File: src/rtl/row_vector_feeder_if.sv
// Bus bundle between the row/vector feeder, its source memories, the row
// dot-product unit and the result memory.
interface row_vector_feeder_if #(
   parameter int N   = 8,
   parameter int EW  = 32,
   parameter int MMW = 3,
   parameter int RAW = 6,
   parameter int AAW = 9
) ();
   logic             start;
   logic [RAW-1:0]   mult_mem_addr;
   logic [MMW-1:0]   mult_mem_data;
   logic [AAW-1:0]   a_mem_addr;
   logic [N*EW-1:0]  a_mem_data;
   logic [MMW-1:0]   p_mem_addr;
   logic [N*EW-1:0]  p_mem_data;
   logic [N*EW-1:0]  a;
   logic [N*EW-1:0]  p;
   logic [MMW-1:0]   no_of_multiples;
   logic             start_row_by_vector;
   logic             you_can_read;
   logic             I_am_ready;
   logic             decoder_read_now;
   logic [EW-1:0]    result;
   logic             res_we;
   logic [RAW-1:0]   res_addr;
   logic [EW-1:0]    res_data;
   logic             busy;
   logic             done;
   logic             error;

   modport master (
      input  start, mult_mem_data, a_mem_data, p_mem_data, I_am_ready,
             decoder_read_now, result,
      output mult_mem_addr, a_mem_addr, p_mem_addr, a, p, no_of_multiples,
             start_row_by_vector, you_can_read, res_we, res_addr, res_data,
             busy, done, error
   );

   modport slave (
      output start, mult_mem_data, a_mem_data, p_mem_data, I_am_ready,
             decoder_read_now, result,
      input  mult_mem_addr, a_mem_addr, p_mem_addr, a, p, no_of_multiples,
             start_row_by_vector, you_can_read, res_we, res_addr, res_data,
             busy, done, error
   );
endinterface

File: src/rtl/row_vector_feeder.sv
// Sequences a full matrix-vector product through the row dot-product unit,
// one row at a time, and writes each row result into the result memory.
//
// state       | meaning
// IDLE        | waiting for start
// FETCH_CNT   | two cycles: address chunk-count memory, then latch count
// START_ROW   | one-cycle start pulse to the row unit
// FETCH_CHUNK | wait for I_am_ready, address A/p chunk memories
// PRESENT     | register chunk data; you_can_read fires the following cycle
// WAIT_RES    | wait for decoder_read_now, capture result
// WRITE       | write captured result at the row index
// DONE        | one-cycle done pulse
module row_vector_feeder #(
   parameter int no_of_elements_in_p_emap_output = 8,
   parameter int element_width                   = 32,
   parameter int multiples_memory_value_width    = 3,
   parameter int no_of_rows                      = 64,
   parameter int row_addr_width                  = 6,
   parameter int a_addr_width                    = 9
) (
   input  logic                 clk,
   input  logic                 reset,
   row_vector_feeder_if.master  bus
);
   localparam int N   = no_of_elements_in_p_emap_output;
   localparam int EW  = element_width;
   localparam int MMW = multiples_memory_value_width;
   localparam int RAW = row_addr_width;
   localparam int AAW = a_addr_width;

   localparam logic [2:0] S_IDLE        = 3'd0;
   localparam logic [2:0] S_FETCH_CNT   = 3'd1;
   localparam logic [2:0] S_START_ROW   = 3'd2;
   localparam logic [2:0] S_FETCH_CHUNK = 3'd3;
   localparam logic [2:0] S_PRESENT     = 3'd4;
   localparam logic [2:0] S_WAIT_RES    = 3'd5;
   localparam logic [2:0] S_WRITE       = 3'd6;
   localparam logic [2:0] S_DONE        = 3'd7;

   logic [2:0]      state_q,    state_d;
   logic            cnt_ph_q,   cnt_ph_d;
   logic [RAW-1:0]  row_q,      row_d;
   logic [AAW-1:0]  a_ptr_q,    a_ptr_d;
   logic [MMW-1:0]  k_q,        k_d;
   logic [MMW-1:0]  nom_q,      nom_d;
   logic [N*EW-1:0] a_q,        a_d;
   logic [N*EW-1:0] p_q,        p_d;
   logic            ycr_q,      ycr_d;
   logic [EW-1:0]   res_data_q, res_data_d;
   logic            error_q,    error_d;
   logic [MMW:0]    k_inc;

   assign k_inc = {1'b0, k_q} + (MMW+1)'(1);

   always_comb begin
      state_d    = state_q;
      cnt_ph_d   = cnt_ph_q;
      row_d      = row_q;
      a_ptr_d    = a_ptr_q;
      k_d        = k_q;
      nom_d      = nom_q;
      a_d        = a_q;
      p_d        = p_q;
      ycr_d      = 1'b0;
      res_data_d = res_data_q;
      error_d    = error_q;

      // A result strobe is only legal in WAIT_RES and not on the last chunk's strobe cycle.
      if (bus.decoder_read_now && ((state_q != S_WAIT_RES) || ycr_q))
         error_d = 1'b1;

      case (state_q)
         S_IDLE: begin
            if (bus.start) begin
               row_d    = '0;
               a_ptr_d  = '0;
               cnt_ph_d = 1'b0;
               state_d  = S_FETCH_CNT;
            end
         end
         S_FETCH_CNT: begin
            if (!cnt_ph_q) begin
               cnt_ph_d = 1'b1;
            end else begin
               cnt_ph_d = 1'b0;
               nom_d    = bus.mult_mem_data;
               if (bus.mult_mem_data == '0) begin
                  res_data_d = '0;
                  state_d    = S_WRITE;
               end else begin
                  state_d = S_START_ROW;
               end
            end
         end
         S_START_ROW: begin
            k_d     = '0;
            state_d = S_FETCH_CHUNK;
         end
         S_FETCH_CHUNK: begin
            if (bus.I_am_ready)
               state_d = S_PRESENT;
         end
         S_PRESENT: begin
            a_d     = bus.a_mem_data;
            p_d     = bus.p_mem_data;
            ycr_d   = 1'b1;
            a_ptr_d = a_ptr_q + AAW'(1);
            k_d     = k_inc[MMW-1:0];
            if (k_inc < {1'b0, nom_q})
               state_d = S_FETCH_CHUNK;
            else
               state_d = S_WAIT_RES;
         end
         S_WAIT_RES: begin
            if (bus.decoder_read_now && !ycr_q) begin
               res_data_d = bus.result;
               state_d    = S_WRITE;
            end
         end
         S_WRITE: begin
            if (row_q == RAW'(no_of_rows - 1)) begin
               state_d = S_DONE;
            end else begin
               row_d    = row_q + RAW'(1);
               cnt_ph_d = 1'b0;
               state_d  = S_FETCH_CNT;
            end
         end
         default: state_d = S_IDLE;
      endcase
   end

   always_ff @(posedge clk or negedge reset) begin
      if (!reset) begin
         state_q    <= S_IDLE;
         cnt_ph_q   <= 1'b0;
         row_q      <= '0;
         a_ptr_q    <= '0;
         k_q        <= '0;
         nom_q      <= '0;
         a_q        <= '0;
         p_q        <= '0;
         ycr_q      <= 1'b0;
         res_data_q <= '0;
         error_q    <= 1'b0;
      end else begin
         state_q    <= state_d;
         cnt_ph_q   <= cnt_ph_d;
         row_q      <= row_d;
         a_ptr_q    <= a_ptr_d;
         k_q        <= k_d;
         nom_q      <= nom_d;
         a_q        <= a_d;
         p_q        <= p_d;
         ycr_q      <= ycr_d;
         res_data_q <= res_data_d;
         error_q    <= error_d;
      end
   end

   assign bus.mult_mem_addr       = row_q;
   assign bus.a_mem_addr          = a_ptr_q;
   assign bus.p_mem_addr          = k_q;
   assign bus.a                   = a_q;
   assign bus.p                   = p_q;
   assign bus.no_of_multiples     = nom_q;
   assign bus.start_row_by_vector = (state_q == S_START_ROW);
   assign bus.you_can_read        = ycr_q;
   assign bus.res_we              = (state_q == S_WRITE);
   assign bus.res_addr            = row_q;
   assign bus.res_data            = res_data_q;
   assign bus.busy                = (state_q != S_IDLE) && (state_q != S_DONE);
   assign bus.done                = (state_q == S_DONE);
   assign bus.error               = error_q;
endmodule

File: src/flat_wrapper.sv
// flat-port wrapper written by rule: the top's interface ports become plain ports
module row_vector_feeder_flat 
#(
   parameter int no_of_elements_in_p_emap_output = 8,
   parameter int element_width                   = 32,
   parameter int multiples_memory_value_width    = 3,
   parameter int no_of_rows                      = 64,
   parameter int row_addr_width                  = 6,
   parameter int a_addr_width                    = 9
)
  (clk, reset, bus_start, bus_mult_mem_data, bus_a_mem_data, bus_p_mem_data, bus_I_am_ready, bus_decoder_read_now, bus_result, bus_mult_mem_addr, bus_a_mem_addr, bus_p_mem_addr, bus_a, bus_p, bus_no_of_multiples, bus_start_row_by_vector, bus_you_can_read, bus_res_we, bus_res_addr, bus_res_data, bus_busy, bus_done, bus_error);
  row_vector_feeder_if bus_i ();
  input  logic clk;
  input  logic reset;
  input wire logic [$bits(bus_i.start)-1:0] bus_start;
  input wire logic [$bits(bus_i.mult_mem_data)-1:0] bus_mult_mem_data;
  input wire logic [$bits(bus_i.a_mem_data)-1:0] bus_a_mem_data;
  input wire logic [$bits(bus_i.p_mem_data)-1:0] bus_p_mem_data;
  input wire logic [$bits(bus_i.I_am_ready)-1:0] bus_I_am_ready;
  input wire logic [$bits(bus_i.decoder_read_now)-1:0] bus_decoder_read_now;
  input wire logic [$bits(bus_i.result)-1:0] bus_result;
  output wire logic [$bits(bus_i.mult_mem_addr)-1:0] bus_mult_mem_addr;
  output wire logic [$bits(bus_i.a_mem_addr)-1:0] bus_a_mem_addr;
  output wire logic [$bits(bus_i.p_mem_addr)-1:0] bus_p_mem_addr;
  output wire logic [$bits(bus_i.a)-1:0] bus_a;
  output wire logic [$bits(bus_i.p)-1:0] bus_p;
  output wire logic [$bits(bus_i.no_of_multiples)-1:0] bus_no_of_multiples;
  output wire logic [$bits(bus_i.start_row_by_vector)-1:0] bus_start_row_by_vector;
  output wire logic [$bits(bus_i.you_can_read)-1:0] bus_you_can_read;
  output wire logic [$bits(bus_i.res_we)-1:0] bus_res_we;
  output wire logic [$bits(bus_i.res_addr)-1:0] bus_res_addr;
  output wire logic [$bits(bus_i.res_data)-1:0] bus_res_data;
  output wire logic [$bits(bus_i.busy)-1:0] bus_busy;
  output wire logic [$bits(bus_i.done)-1:0] bus_done;
  output wire logic [$bits(bus_i.error)-1:0] bus_error;
  assign bus_i.start = bus_start;
  assign bus_i.mult_mem_data = bus_mult_mem_data;
  assign bus_i.a_mem_data = bus_a_mem_data;
  assign bus_i.p_mem_data = bus_p_mem_data;
  assign bus_i.I_am_ready = bus_I_am_ready;
  assign bus_i.decoder_read_now = bus_decoder_read_now;
  assign bus_i.result = bus_result;
  assign bus_mult_mem_addr = bus_i.mult_mem_addr;
  assign bus_a_mem_addr = bus_i.a_mem_addr;
  assign bus_p_mem_addr = bus_i.p_mem_addr;
  assign bus_a = bus_i.a;
  assign bus_p = bus_i.p;
  assign bus_no_of_multiples = bus_i.no_of_multiples;
  assign bus_start_row_by_vector = bus_i.start_row_by_vector;
  assign bus_you_can_read = bus_i.you_can_read;
  assign bus_res_we = bus_i.res_we;
  assign bus_res_addr = bus_i.res_addr;
  assign bus_res_data = bus_i.res_data;
  assign bus_busy = bus_i.busy;
  assign bus_done = bus_i.done;
  assign bus_error = bus_i.error;
  row_vector_feeder #(.no_of_elements_in_p_emap_output(no_of_elements_in_p_emap_output), .element_width(element_width), .multiples_memory_value_width(multiples_memory_value_width), .no_of_rows(no_of_rows), .row_addr_width(row_addr_width), .a_addr_width(a_addr_width)) u_core (.clk(clk), .reset(reset), .bus(bus_i));
endmodule
File: config.mk
export PLATFORM = sky130hd
export DESIGN_NAME = row_vector_feeder_flat
export DESIGN_NICKNAME = d
export VERILOG_FILES = /design/src/rtl/row_vector_feeder_if.sv /design/src/rtl/row_vector_feeder.sv /design/src/flat_wrapper.sv
export SDC_FILE = /design/constraint.sdc
export NUM_CORES = 1
export LEC_CHECK = 0
export ABC_AREA = 1
export CELL_PAD_IN_SITES_DETAIL_PLACEMENT = 2
export CELL_PAD_IN_SITES_GLOBAL_PLACEMENT = 2
export CORE_AREA = 3 3 439 441
export CTS_BUF_LIST = sky130_fd_sc_hd__clkbuf_4
export CTS_CLUSTER_DIAMETER = 120
export DETAILED_ROUTE_END_ITERATION = 12
export DIE_AREA = 0 0 442 444
export PLACE_DENSITY = 0.54
export SYNTH_ARGS = -nofsm -noshare
export SYNTH_HDL_FRONTEND = slang
export SYNTH_SLANG_ARGS = --single-unit
File: constraint.sdc
create_clock -name clk -period 5.15 [get_ports clk]
set_clock_uncertainty 0.2 [all_clocks]
set_input_delay 0.7725 -clock clk [delete_from_list [all_inputs] [get_ports clk]]
set_output_delay 0.7725 -clock clk [all_outputs]
set_load 0.005 [all_outputs]
======== After elaboration in Yosys (flattened, before gate mapping) ========
Cells that the tools add are included.
cells by class
  eq/ne operators ......................... 16
  add/sub/neg operators ................... 3
  reduce and logical (&&, ||, !) cells .... 19
  order comparisons ....................... 1
  multiplexer cells ....................... 23
operators with widths
  cell                                                             number
  32-bit 2-to-1 mux                                                3
  32-bit case mux with 2 select lines                              1
  3-bit 2-to-1 mux                                                 7
  3-bit case mux with 7 select lines                               1
  9-bit case mux with 2 select lines                               1
  3-bit == test, second input constant                             4
  6-bit 2-to-1 mux                                                 2
  6-bit case mux with 2 select lines                               1
  9-bit by 1-bit adder with 9-bit output, second input constant    1
  9-bit 2-to-1 mux                                                 1
  4-bit AND reduction                                              2
  2-bit nonzero test                                               4
  6-bit by 1-bit adder with 6-bit output, second input constant    1
  3-bit by 2-bit == test with 1-bit output, second input constant  2
  6-bit == test, second input constant                             1
  3-bit logical NOT                                                2
  2-bit by 1-bit != test with 1-bit output, second input constant  3
  2-bit != test, second input constant                             3
  3-bit != test, second input constant                             2
  3-bit case mux with 2 select lines                               1
  3-bit AND reduction                                              2
  3-bit nonzero test                                               2
  3-bit by 1-bit adder with 4-bit output, second input constant    1
  4-bit by 3-bit < comparator with 1-bit output                    1
  7 further kinds                                                  13
storage, ports and cells
  logic and storage cells ................. 73
  output and inout bits ................... 577
  bits in registers ....................... 571

======== Longest topological paths before layout ========
Gate-level depths: netlist of the first run.
  depth in word-level cells ............... 4
  gate-level depth with buffers ........... 11
  depth with buffers taken out ............ 11

======== Least setup slack after synthesis of the first run ========
Ideal clock, no wire load.
  path kind ............................... register to output
  start point ............................. register u_core.state_q[2]
  end point ............................... output port bus_busy
  path buffers ............................ 0
  path slack .............................. 3.311 ns
  stages on the path, launching flop included .. 4
  arrival ................................. 0.866 ns
  path through ............................ dfrtp_1 inv_2 nor3_1 nor2_1
between the ends
  longest elaborated chain between the ends .. 2
  elaborated cells between the ends (all ways) .. 3
  classes of those cells .................. eq/ne (1); reduce/logical (2)
RTL lines
  what                                                 line                      RTL
  start, declared                                      row_vector_feeder.sv:40   logic [2:0] state_q, state_d;
  start signal, assigned                               row_vector_feeder.sv:147  state_q <= state_d;
  3-bit != test or 3-bit nonzero test (tied branches)  row_vector_feeder.sv:172  assign bus.busy = (state_q != S_IDLE) && (state_q != S_DONE);
  1-bit logical AND (*)                                row_vector_feeder.sv:172
  end, declared                                        flat_wrapper.sv:33        output wire logic [$bits(bus_i.busy)-1:0] bus_busy;
Mark *: on every way between the ends. The rest lies on a longest branch, timed or not.

======== Final worst setup path of the first run ========
  start point ............................. register u_core.state_q[0]
  end point ............................... output port bus_busy
The elaborated chain is that of the path after synthesis.

==> metrics.md, run 1 <==
| Metric | Value |
|---|---|
| Status | finished, final reports clean |
| Area growth syn-to-layout | 96.5% |
| Max Slew Vio Count | 0 |
| Clk slew on worst S/H paths | 0.06 ns |
| VDD IR max | 181 µV |
| # resized after CTS | 0 |
| Cells along the critical path | inv_2, nand2_2, nor2_1, nor2_1, clkdlybuf4s50_1 |
| RSZ-0062 raised after global routing | no |
| Most frequent cells after synthesis | 1,693 x nand2_1, 571 x dfrtp_1, 62 x buf_2 |
| Post-DRT Antenna Nets | 0 |
| Slowest cell delay on critical path | 0.62 ns |
| Starting DRT DRC Count | 1,035 |
| Post-synth net total | 3,074 |
| Sw Pwr | 0.00868 W |
| Asr flop ratio synth | 1.00 |
| Area fraction of the dominant cell type after synthesis | 0.640 |
| Internal power | 0.0145 W |
| Die Wd | 442 µm |
| Vias in the first global route | 27,448 |
| First-pass GRT wire length | 214,000 µm |
| Seq/Total Area, Yosys | 0.640 |
| Row count | 160 |
| Slowest CP cell | clkdlybuf4s50_1 |
| Yosys cell types | 30 |
| Die area | 196,000 µm² |
| Finished Layout Cells | between 6,000 and 7,000 |
| Fin util | 0.231 |
| Clock Sinks | approximately 570 |
| Slew @ Worst Pin | 1.07 ns |
| Final Hold Fails | 0 |
| DRC viols | 0 |
| Clk_lat worst skew | 1.16 ns |
| Final min period | around 3.9 ns |
| Mapped Area | 22,300 µm² |
| CTS Buf Count | 188 |
| Pwr dens | 527 nW/µm² |
| CP Max Fanout | 6 |
| Antenna violations before repair | 45 |
| Setup crit end kind | output port |
| Crit path DAT | 2.89 ns |
| Startpoint types | register |
| Postcts setup bufs | 0 |
| Overall routed net length | 152,000 µm |
| Vias | 24,310 |
| H-Tree Depth | 4 |
| TritonRoute pass-1 iters | 5 |
| Cell taking the most area after synthesis | dfrtp_1 |
| I/O Pins | 1,129 |
| Worst hold-check path type | in -> reg |
| Crit share post-route | 0.751 |
| Starting Density | 0.118 |
| Post-synth EDFFs | 0 |
| Crit-path most repeated cell | nor2_1 |
| Clock power frac | 0.209 |
| Floorplan core area | 190,000 µm² |
| Placed insts | slightly above 6,000 |
| Routed len/inst | 21.9 µm |
| Logic pwr share | 0.439 |
| Dpl hpwl | 114,000 µm |
| PortBufs | 1,128 |
| Setup TNS | 0 ns |
| Final Hold Slack | between 0.15 and 0.2 ns |
| Class of the most critical setup path | reg -> out |
| WP data required | 4.18 ns |
| YS warnings | 0 |
| Predominant post-synthesis flop cell | dfrtp_1 |
| Gpl congestion | 0.813 |
| Main area contributors after synthesis | dfrtp_1 64%, nand2_1 28%, buf_6 2.0% |
| Fraction of layout cells with a size suffix above 1 | 0.0745 |
| Vias/cell | between 3 and 4 |
| Total of max-cap violations | 0 |
| Largest net degree at the start of global routing | 150 |
| Max clock buf depth | 3 |
| Remaining Overflow, GRT | 0 |
| Reg power frac | 0.352 |
| Die Span Y | 444 µm |
| CTS tree | yes |
| # nets final | 4,832 |
| Yosys reg bits | 571 |
| Switching share of power | 0.375 |
| Mean post-synth cell area | 8.87 µm² |
| Lkg Pwr | 20.2 nW |
| Cells after Synth | 2,517 |
| Total GRT Usage | 0.151 |
| CTS Root Buffer Type | clkbuf_4 |
| Upper clock frequency limit | about 0.26 GHz |
| Count leader, synth | nand2_1 |
| Relative slew slack | 0.283 |
| Final setup violation count | 0 |
[final timing paths]
path	startpoint	end	slack, ns	cells after the start
worst max-delay path	u_core.state_q[0]$_DFFE_PN0P_	bus_busy	1.28	5
worst min-delay path	bus_a_mem_data[149]	u_core.bus.a[149]$_DFFE_PN0P_	0.18	3
worst max register to register	u_core.state_q[0]$_DFFE_PN0P_	u_core.bus.p[252]$_DFFE_PN0P_	2.37	8
worst min register to register	u_core.bus.res_data[31]$_DFFE_PN0P_	u_core.bus.res_data[31]$_DFFE_PN0P_	0.27	2
max in group asynchronous	reset	u_core.bus.a[23]$_DFFE_PN0P_	3.70	3
min in group asynchronous	reset	u_core.bus.a[58]$_DFFE_PN0P_	0.31	3
[per-layer routing]
metal | GRT usage | vias up | wire (µm)
met1 | 0.177 | 12132 | 62000
met2 | 0.268 | 701 | 77400
met3 | 0.0414 | 228 | 8170
met5 | 0 | - | 90
li1 | - | 11235 | -
met4 | 0.0454 | 14 | 3940
[cell type report]
class / instances / area [µm²]
antenna: 31 / 77.6
multi-input combinational: 1782 / 6880
inverter: 37 / 146
fill: 21631 / 146000
sequential: 571 / 14300
timing repair buffer: 1695 / 17100
clock buffer: 272 / 2040
clock inverter: 31 / 223
tap: 2511 / 3140
[worst max-delay path: cells and delay by family, from the launching register on]
family	cells	cell delay [ns]
buf+inv	2	0.72
simple gates	3	0.63
flops	1	0.46
[sequential cells by signal, summed over array words and instances, names as in the netlist]
register,count
u_core.bus.a,256
u_core.bus.p,256
u_core.bus.res_data,32
u_core.bus.a_mem_addr,9
u_core.bus.mult_mem_addr,6
u_core.bus.no_of_multiples,3
u_core.bus.p_mem_addr,3
u_core.state_q,3
u_core.bus.error,1
u_core.bus.you_can_read,1
u_core.cnt_ph_q,1
[power groups by stage]
stage / Clock, W / Combinational [W] / Sequential (W)
2_1_floorplan: 0 / 0.00273 / 0.00805
3_3_place_gp: 0 / 0.00990 / 0.00809
3_5_place_dp: 0 / 0.0100 / 0.00816
4_1_cts: 0.00515 / 0.0105 / 0.00813
5_1_grt: 0.00543 / 0.0111 / 0.00844
6_report: 0.00485 / 0.0101 / 0.00814
[layout by cell type, fill, tap and decap left out, drive strengths merged]
cell	instances
xnor2	1
inv	43
nand3	23
nand4	1
a21oi	4
clkinv	20
clkinvlp	3
buf	29
diode	31
a22o	1
o22ai	3
dfrtp	571
o21bai	2
o31ai	1
nor2	26
ha	5
o21ai	12
clkbuf	272
a21o	1
dlygate4sd3	539
clkdlybuf4s50	1127
or2	1
nor3	3
bufinv	2
o211ai	2
nand2	1695
xor2	1
[cells by family after synthesis]
family,count (synthesis),synth area share
flip-flops,571,0.640
adder cells (fa/ha/maj),5,0.00280
AO/OA/AOI/OAI,26,0.00706
buffers and inverters,164,0.0520
AND/OR/NAND/NOR,1749,0.297
XOR/XNOR,2,0.000785
[timing repair]
item	CTS	global route
endpoints found under the hold margin	968	0
endpoints found under the setup margin	0	0
hold buffers	540	0
[through the flow]
stage	setup slack [ns]	total power (W)	instance area [µm²]
4_1_cts	0.786	0.0237	43800
5_1_grt	0.834	0.0249	43800
3_3_place_gp	2.01	0.0180	36100
6_report	1.28	0.0231	43900
2_1_floorplan	3.31	0.0108	22300
3_5_place_dp	1.97	0.0182	36100
(Power assumes the default switching activity.)
==> inputs of run 2 (changes only) <==
CORE_AREA = 3 3 440 442   (was 3 3 439 441)
DIE_AREA = 0 0 443 445   (was 0 0 442 444)
PLACE_DENSITY = 0.56   (was 0.54)
clock period = 3.2 ns   (was 5.15 ns; I/O delays follow)
==> run 2 against run 1 <==
Clock-buffer cell count down 20. Sequential power rose by 61%. Clock power is 59% higher. Die area increased by 0.45%. Combinational power grew 63%. Worst setup slack lost 1.0 ns. Non-clock buffer count rose by 93.
==> metrics.md, run 2 (same netlist as run 1, synthesis figures left out) <==
| Metric | Value |
|---|---|
| CTS Buf Count | 182 (-3.2%) |
| Pwr dens | 834 nW/µm² (+58%) |
| WP data required | 2.52 ns (-1.66 ns) |
| Crit share post-route | 0.910 |
| Switching share of power | 0.377 (+0.00129) |
| CTS tree | yes |
| Largest net degree at the start of global routing | 110 (-27%) |
| I/O Pins | 1,129 (unchanged) |
| Clk slew on worst S/H paths | 0.06 ns (about the same) |
| Final Power | 0.0374 W (+62%) |
| DRC viols | 0 (unchanged) |
| Floorplan core area | 190,000 µm² (+0.21%) |
| Total of max-cap violations | 0 (unchanged) |
| Cells along the critical path | clkdlybuf4s50_1 |
| Max Slew Vio Count | 0 (unchanged) |
| Post-DRT Antenna Nets | 0 (unchanged) |
| Crit path DAT | 2.23 ns (-0.66 ns) |
| Starting Density | 0.117 (-0.000248) |
| Fin util | 0.236 (+0.00441) |
| Die Span Y | 445 µm (+0.23%) |
| Clk_lat worst skew | 1.10 ns (-0.06 ns) |
| Final Hold Slack | 0.270 ns (+0.0894 ns) |
| CTS Root Buffer Type | clkbuf_4 |
| # nets final | 4,919 (+1.8%) |
| Startpoint types | register |
| Status | finished, final reports clean |
| Vias | 24,656 (+1.4%) |
| Vias/cell | 3.51 (about the same) |
| Row count | 160 (unchanged) |
| Logic pwr share | 0.443 (+0.004) |
| Finished Layout Cells | 7,023 (+1.3%) |
| Class of the most critical setup path | reg -> out |
| Setup TNS | 0 ns (unchanged) |
| Die area | 197,000 µm² (+0.45%) |
| Reg power frac | 0.351 (about the same) |
| Final setup violation count | 0 (unchanged) |
| Dpl hpwl | 111,000 µm (-2.0%) |
| Antenna violations before repair | 24 (-47%) |
| Most frequent cells in the layout | 1,693 x nand2_1, 1,101 x clkdlybuf4s50_1, 598 x dlygate4sd3_1, 566 x dfrtp_1, 252 x clkbuf_4 |
| Setup crit end kind | output port |
| Commonest non-fill, non-tap cell in the layout | nand2_1 |
| VDD IR max | 304 µV (+68%) |
| Overall routed net length | 150,000 µm (-1.0%) |
| Placed insts | 6,088 (+0.53%) |
| TritonRoute pass-1 iters | 5 (unchanged) |
| Clock Sinks | 571 (unchanged) |
| Internal power | 0.0233 W (+61%) |
| First-pass GRT wire length | 213,000 µm (-0.24%) |
| Starting DRT DRC Count | 937 (-9.5%) |
| Vias in the first global route | 28,542 (+4.0%) |
| Die Wd | 443 µm (+0.23%) |
| Upper clock frequency limit | 0.343 GHz |
| Total GRT Usage | 0.149 (-0.00203) |
| Max clock buf depth | 3 (unchanged) |
| Relative slew slack | 0.480 (+0.197) |
| Slew @ Worst Pin | 0.780 ns (-0.290 ns) |
| Worst Path Buf+Inv | 1 (-1) |
| Worst hold-check path type | reg -> reg |
| Clock power frac | 0.207 (-0.002) |
| PortBufs | 1,128 (unchanged) |
| Worst path top cell family by delay | buffers and inverters |
| Remaining Overflow, GRT | 0 (unchanged) |
| H-Tree Depth | 4 (unchanged) |
| CP Max Fanout | 2 (-4) |
| Lkg Pwr | 20.7 nW (+2.4%) |
| Routed len/inst | 21.4 µm (-2.4%) |
| Gpl congestion | 0.848 (+4.3%) |
| Slowest cell delay on critical path | 0.62 ns (about the same) |
| Sw Pwr | 0.0141 W (+62%) |
| Area growth syn-to-layout | 101% |
| Fraction of layout cells with a size suffix above 1 | 0.0799 (+0.00539) |
| Final Hold Fails | 0 (unchanged) |
| Slowest CP cell | clkdlybuf4s50_1 |
| Final min period | a little under 3 ns |
run 2: cell type report:
| type | count | area [µm²] |
|---|---|---|
| tap | 2511 | 3140 |
| antenna | 32 | 80.1 |
| inverter | 37 | 151 |
| clock buffer | 252 | 1890 |
| clock inverter | 50 | 347 |
| sequential | 571 | 14300 |
| timing repair buffer | 1788 | 18000 |
| multi-input combinational | 1782 | 6880 |
| fill | 21607 | 145000 |
run 2: path summary, 6_finish.rpt:
check                                                      from                            end  slack (ns)  cells after the start
setup / recovery                    u_core.bus.p[0]$_DFFE_PN0P_                       bus_p[0]        0.29                      1
hold / removal                    u_core.bus.p[118]$_DFFE_PN0P_  u_core.bus.p[118]$_DFFE_PN0P_        0.27                      2
setup reg to reg           u_core.bus.p_mem_addr[0]$_DFFE_PN0P_  u_core.state_q[1]$_DFFE_PN0P_        0.66                     10
hold reg to reg                   u_core.bus.p[118]$_DFFE_PN0P_  u_core.bus.p[118]$_DFFE_PN0P_        0.27                      2
max in group asynchronous                                 reset  u_core.bus.p[156]$_DFFE_PN0P_        1.71                      4
min in group asynchronous                                 reset  u_core.bus.a[104]$_DFFE_PN0P_        0.61                      4
run 2: through the flow:
step | instance area [µm²] | setup slack (ns)
2_1_floorplan | 22300 | 1.52
3_3_place_gp | 36400 | 0.739
3_5_place_dp | 36400 | 0.696
4_1_cts | 44700 | 0.00144
5_1_grt | 44800 | -0.000576
6_report | 44800 | 0.288
run 2: metal layers:
layer | GRT usage | vias to the layer above | routed length, µm
met5 | 0 | - | 27
met4 | 0.0558 | 4 | 5100
met3 | 0.0380 | 232 | 7650
met2 | 0.272 | 701 | 78700
met1 | 0.165 | 12330 | 58500
li1 | - | 11389 | -
run 2: timing repair:
action                                   CTS  global route
endpoints found under the setup margin    29             0
buffers inserted                           2             0
resized for setup                         47             0
hold buffers                             599             0
endpoints found under the hold margin   1136             0
run 2: power groups by stage:
stage / combinational, W / sequential, W / clock [W]
global placement: 0.0161 / 0.0130 / 0
floorplan: 0.00440 / 0.0130 / 0
finish: 0.0165 / 0.0131 / 0.00772
CTS: 0.0170 / 0.0131 / 0.00822
global route: 0.0181 / 0.0136 / 0.00859
detailed placement: 0.0163 / 0.0131 / 0
